## src/rtl/par_to_ser_8bits.sv

```systemverilog
// Parallel-to-serial converter: shifts one byte per 8 bit clocks out MSB first,
// sending an alignment run of IDLE_CHAR after reset and IDLE_CHAR in empty slots.
module par_to_ser_8bits #(
  parameter logic [7:0]  IDLE_CHAR   = 8'hBC,
  parameter int unsigned ALIGN_COUNT = 4
) (
  input  logic       clk,
  input  logic       reset,
  input  logic [7:0] in_data,
  input  logic       in_valid,
  output logic       byte_tick,
  output logic       serial_out,
  output logic       active
);

  typedef enum logic {
    ALIGN  = 1'b0,
    ACTIVE = 1'b1
  } state_t;

  localparam logic [3:0] ALIGN_LAST = 4'(ALIGN_COUNT - 32'd1);

  state_t     state_r, state_nxt_s;
  logic [2:0] bit_cnt_r;
  logic [7:0] sr_r, sr_nxt_s;
  logic       serial_r, serial_nxt_s;
  logic [3:0] align_cnt_r, align_cnt_nxt_s;
  logic       active_r, active_nxt_s;
  logic       load_s;
  logic [7:0] sel_s;

  assign load_s     = (bit_cnt_r == 3'd0);
  assign byte_tick  = load_s & ~reset;
  assign serial_out = serial_r;
  assign active     = active_r;

  // Next-state, byte selection and shift datapath.
  always_comb begin
    sel_s           = IDLE_CHAR;
    state_nxt_s     = state_r;
    align_cnt_nxt_s = align_cnt_r;
    active_nxt_s    = active_r;
    case (state_r)
      ALIGN: begin
        if (load_s) begin
          align_cnt_nxt_s = align_cnt_r + 4'd1;
          if (align_cnt_r == ALIGN_LAST) begin
            state_nxt_s  = ACTIVE;
            active_nxt_s = 1'b1;
          end else begin
            state_nxt_s  = ALIGN;
          end
        end else begin
          align_cnt_nxt_s = align_cnt_r;
        end
      end
      ACTIVE: begin
        if (in_valid) begin
          sel_s = in_data;
        end else begin
          sel_s = IDLE_CHAR;
        end
      end
      default: begin
        state_nxt_s = ALIGN;
      end
    endcase
    // Load edge emits the MSB immediately and queues the remaining 7 bits.
    if (load_s) begin
      serial_nxt_s = sel_s[7];
      sr_nxt_s     = {sel_s[6:0], 1'b0};
    end else begin
      serial_nxt_s = sr_r[7];
      sr_nxt_s     = {sr_r[6:0], 1'b0};
    end
  end

  // State and datapath registers with synchronous reset.
  always_ff @(posedge clk) begin
    if (reset) begin
      state_r     <= ALIGN;
      bit_cnt_r   <= 3'd0;
      sr_r        <= 8'h00;
      serial_r    <= 1'b0;
      align_cnt_r <= 4'd0;
      active_r    <= 1'b0;
    end else begin
      state_r     <= state_nxt_s;
      bit_cnt_r   <= bit_cnt_r + 3'd1;
      sr_r        <= sr_nxt_s;
      serial_r    <= serial_nxt_s;
      align_cnt_r <= align_cnt_nxt_s;
      active_r    <= active_nxt_s;
    end
  end

endmodule

```

## config.mk

```make
export PLATFORM = sky130hd
export DESIGN_NAME = par_to_ser_8bits
export DESIGN_NICKNAME = d
export VERILOG_FILES = /design/src/rtl/par_to_ser_8bits.sv
export SDC_FILE = /design/constraint.sdc
export NUM_CORES = 1
export LEC_CHECK = 0
export ABC_AREA = 1
export CAP_MARGIN = 20
export CELL_PAD_IN_SITES_DETAIL_PLACEMENT = 1
export CELL_PAD_IN_SITES_GLOBAL_PLACEMENT = 2
export CORE_UTILIZATION = 25
export DETAILED_ROUTE_END_ITERATION = 10
export GPL_ROUTABILITY_DRIVEN = 0
export GPL_TIMING_DRIVEN = 1
export PLACE_DENSITY = 0.8
export SYNTH_ARGS = -nofsm -noshare
export SYNTH_HDL_FRONTEND = slang
export SYNTH_SLANG_ARGS = --single-unit
```

## constraint.sdc

```tcl
create_clock -name clk -period 2.4 [get_ports clk]
set_clock_uncertainty 0.1 [all_clocks]
set_input_delay 0.48 -clock clk [delete_from_list [all_inputs] [get_ports clk]]
set_output_delay 0.48 -clock clk [all_outputs]
set_load 0.03 [all_outputs]
```

==> run summary <==
The flow ran to the end, and the final reports show no timing, DRC or antenna violations. The via density per instance is 4.35. The total overflow left after global routing is 0. The wire length per cell after detailed routing is 10.7 um. The basic-gate share of the synthesized area counting and, or, nand and nor cells is 0.292. Counting distinct cell types in the post-synthesis netlist gives 19. Entering global routing, the biggest net connects 13 pins. Measured against its own limit, the worst slew margin works out to 0.792.

The leakage power figure came out at 0.000361 uW. The die covers 3060 sq um. STA classifies the critical path endpoint as an output port. The count of TritonRoute iterations in the first routing pass came out at 1. The share of synthesized cell area in full adder, half adder and majority cells is 0.0528. After detailed routing, no signal wire sits above met4. For this run, the register share of the synthesized area comes to 0.479.

The maximum vdd drop came out at roughly 0.25 mV. The compound-cell area share of the yosys netlist is 0.0951. The net total in the final layout came out at about 120. The data required time at the worst endpoint came out at 1820 ps. The startpoint of the worst setup timing path is bit_cnt_r[0]. The final count of hold timing violations came out at 0. After floorplanning, the core was divided into 18 placement rows. The clock sink total is 17. The synthesized flop and latch total is 17. The library cell used most frequently in the layout, excluding fill and tap cells, is sky130_fd_sc_hd__dfxtp_1. The share of cells above drive strength 1 is 0.139. The multiplexer share of the synthesized area came out at 0. The standard cell area after detailed placement is 865 sq um. In the layout the commonest cells are sky130_fd_sc_hd__dfxtp_1 (17), sky130_fd_sc_hd__nand2_1 (16), sky130_fd_sc_hd__clkdlybuf4s50_1 (12). The later pin in the worst-skew pair is clocked with a latency of 290 ps. The net count after synthesis is 99.

STA classifies the critical path startpoint as a register. The global-route wire length before repair came out at 2530 um. The count of cells resized by post-cts repair came out at 0. The layout overhead on the synthesized area is 25.5%.

The met1 wire length is 633 um. The final count of negative-setup-slack endpoints is 0. The least setup slack across all paths after layout is ~430 ps. Yosys printed 0 warnings. In this run the critical register-to-register path is launched from bit_cnt_r[0].

The via count of the first global-routing pass came out at between 500 and 600. The startpoint-to-endpoint class of the critical path is reg -> out. The top-level port count is 14.

The antenna cell count came out at 0. Setup repair after global routing left no endpoint under its margin. In this run the horizontal extent of the chip is 55.3 um. For this run, design rule violations remaining after detail routing come to 0.

The maximum root-to-sink buffer count is 2. The xor and xnor area share after synthesis is 0.0123. The path class of the tightest hold or removal check is reg -> reg. The worst hold path begins at bit_cnt_r[0].

In the final timing run, aggregate negative setup slack is 0 ps. The deepest level of the CTS H-tree is 1. Of the available clock period, the critical path in the final layout requires 0.821.

TritonCTS built the clock tree. In this run the cell area of the synthesized design comes to between 700 and 800 sq um. After floorplanning, the core was sized to cover 2590 sq um.

The routed layout has 570 vias. The number of buffer cells added on primary ports came out at 13. Counting every instance in the synthesized netlist gives 85. The met2 wire length is between 600 and 700 um. The die height came out at 55.3 um.

The number of DRC markers after the initial detailed-route iteration is 0. The arrival time at the worst endpoint is about 1400 ps. The pre-CTS worst setup slack came out at approximately 580 ps. Buffers inserted during clock tree synthesis total 3.

The areal power density over the cells is 641 nW/um^2. The total length of routed wires is 1400 um. Summing all non-filler instances in the final layout gives an area of between 800 and 900 sq um. The sum of internal, switching and leakage power is 572 uW. The starting density of the core is 0.274. The final count of pins violating max slew came out at 0. The post-synthesis average cell area is between 8 and 9 sq um. The number of hold buffers added after cts came out at 0. The number of routed nets with antenna violations is 0. The tree is rooted in a sky130_fd_sc_hd__clkbuf_4. At the pin with the least slew margin, the transition time is 311 ps. The met3 wire length came out at ~34 um. After clock tree synthesis, the clock-pin slew on the worst setup and hold paths is 100 ps.

The overall global routing resource usage is 0.109. By area, the combinational part of the netlist is dominated by simple AND/OR/NAND/NOR gates. The highest attainable clock frequency came out at between 500 and 600 MHz. The initial antenna violation count came out at 0. Post-CTS timing repair inserted 0 buffers for setup. The HPWL reported at the end of detailed placement is between 1000 and 1500 um. The tool flagged a number of max-cap violations equal to 0.

Along the worst path, the maximum fanout reaches 12. Counting I/O delays and the setup requirement, the final critical path takes 1970 ps.
-- final timing paths --
check	to	slack [ps]	cells after the start
setup reg to reg	sr_r[6]	980	6
hold reg to reg	bit_cnt_r[0]	360	1
setup / recovery	byte_tick	430	5
hold / removal	bit_cnt_r[0]	360	1
-- power breakdown --
part / internal [uW] / switching, uW
logic: 44.6 / 59.7
registers: 303 / 10.8
clock network: 62.1 / 92.2
total: 410 / 163
-- layout make-up --
class	count	area, sq um
repair buffers	14	135
well taps	30	37.5
fillers	304	1700
clock inverters	1	5.00
clock buffers	3	22.5
flip-flops and latches	17	340
inverters	8	30.0
multi-input cells	58	322
-- Yosys cell counts, drive strengths merged --
cell / number / area (sq um)
nand2: 18 / 82.6
dfxtp: 17 / 340
nor2: 14 / 70.1
inv: 8 / 30.0
a21oi: 7 / 42.5
nor3: 6 / 30.0
o21ai: 5 / 25.0
ha: 3 / 37.5
buf: 2 / 18.8
nand3: 2 / 10.0
nand3b: 1 / 7.51
nor3b: 1 / 7.51
xnor2: 1 / 8.76
-- registers in the layout, indices dropped and copies added, names as in the netlist --
register	flops
bit_cnt_r	3
serial_out	1
active	1
align_cnt_r	4
sr_r	7
state_r	1
-- metrics by stage --
stage,utilization,std cells,hold WS (ps)
after global placement,0.334,127,316
after CTS,0.344,131,371
after detailed placement,0.334,127,337
after floorplan,-,85,302
after global routing,0.344,131,387
final,0.344,131,364
-- worst max-delay path, stage by stage (launching register included) --
cell	delay, ps
sky130_fd_sc_hd__dfxtp_1	380
sky130_fd_sc_hd__inv_1	70
sky130_fd_sc_hd__ha_1	240
sky130_fd_sc_hd__nand2_4	180
sky130_fd_sc_hd__nor2_2	60
sky130_fd_sc_hd__buf_4	170
-- cell families after synthesis --
logic type	Yosys count
simple gates	42
flops	17
compound gates	12
buf+inv	10
fa+ha+maj	3
xor+xnor	1
-- routing by layer --
metal  global-route usage  vias to the layer above
met3               0.0211                        4
met5                    0                        -
met4               0.0750                        0
met1                0.132                      251
li1                     -                      305
met2                0.174                       10
(Power assumes the default switching activity.)
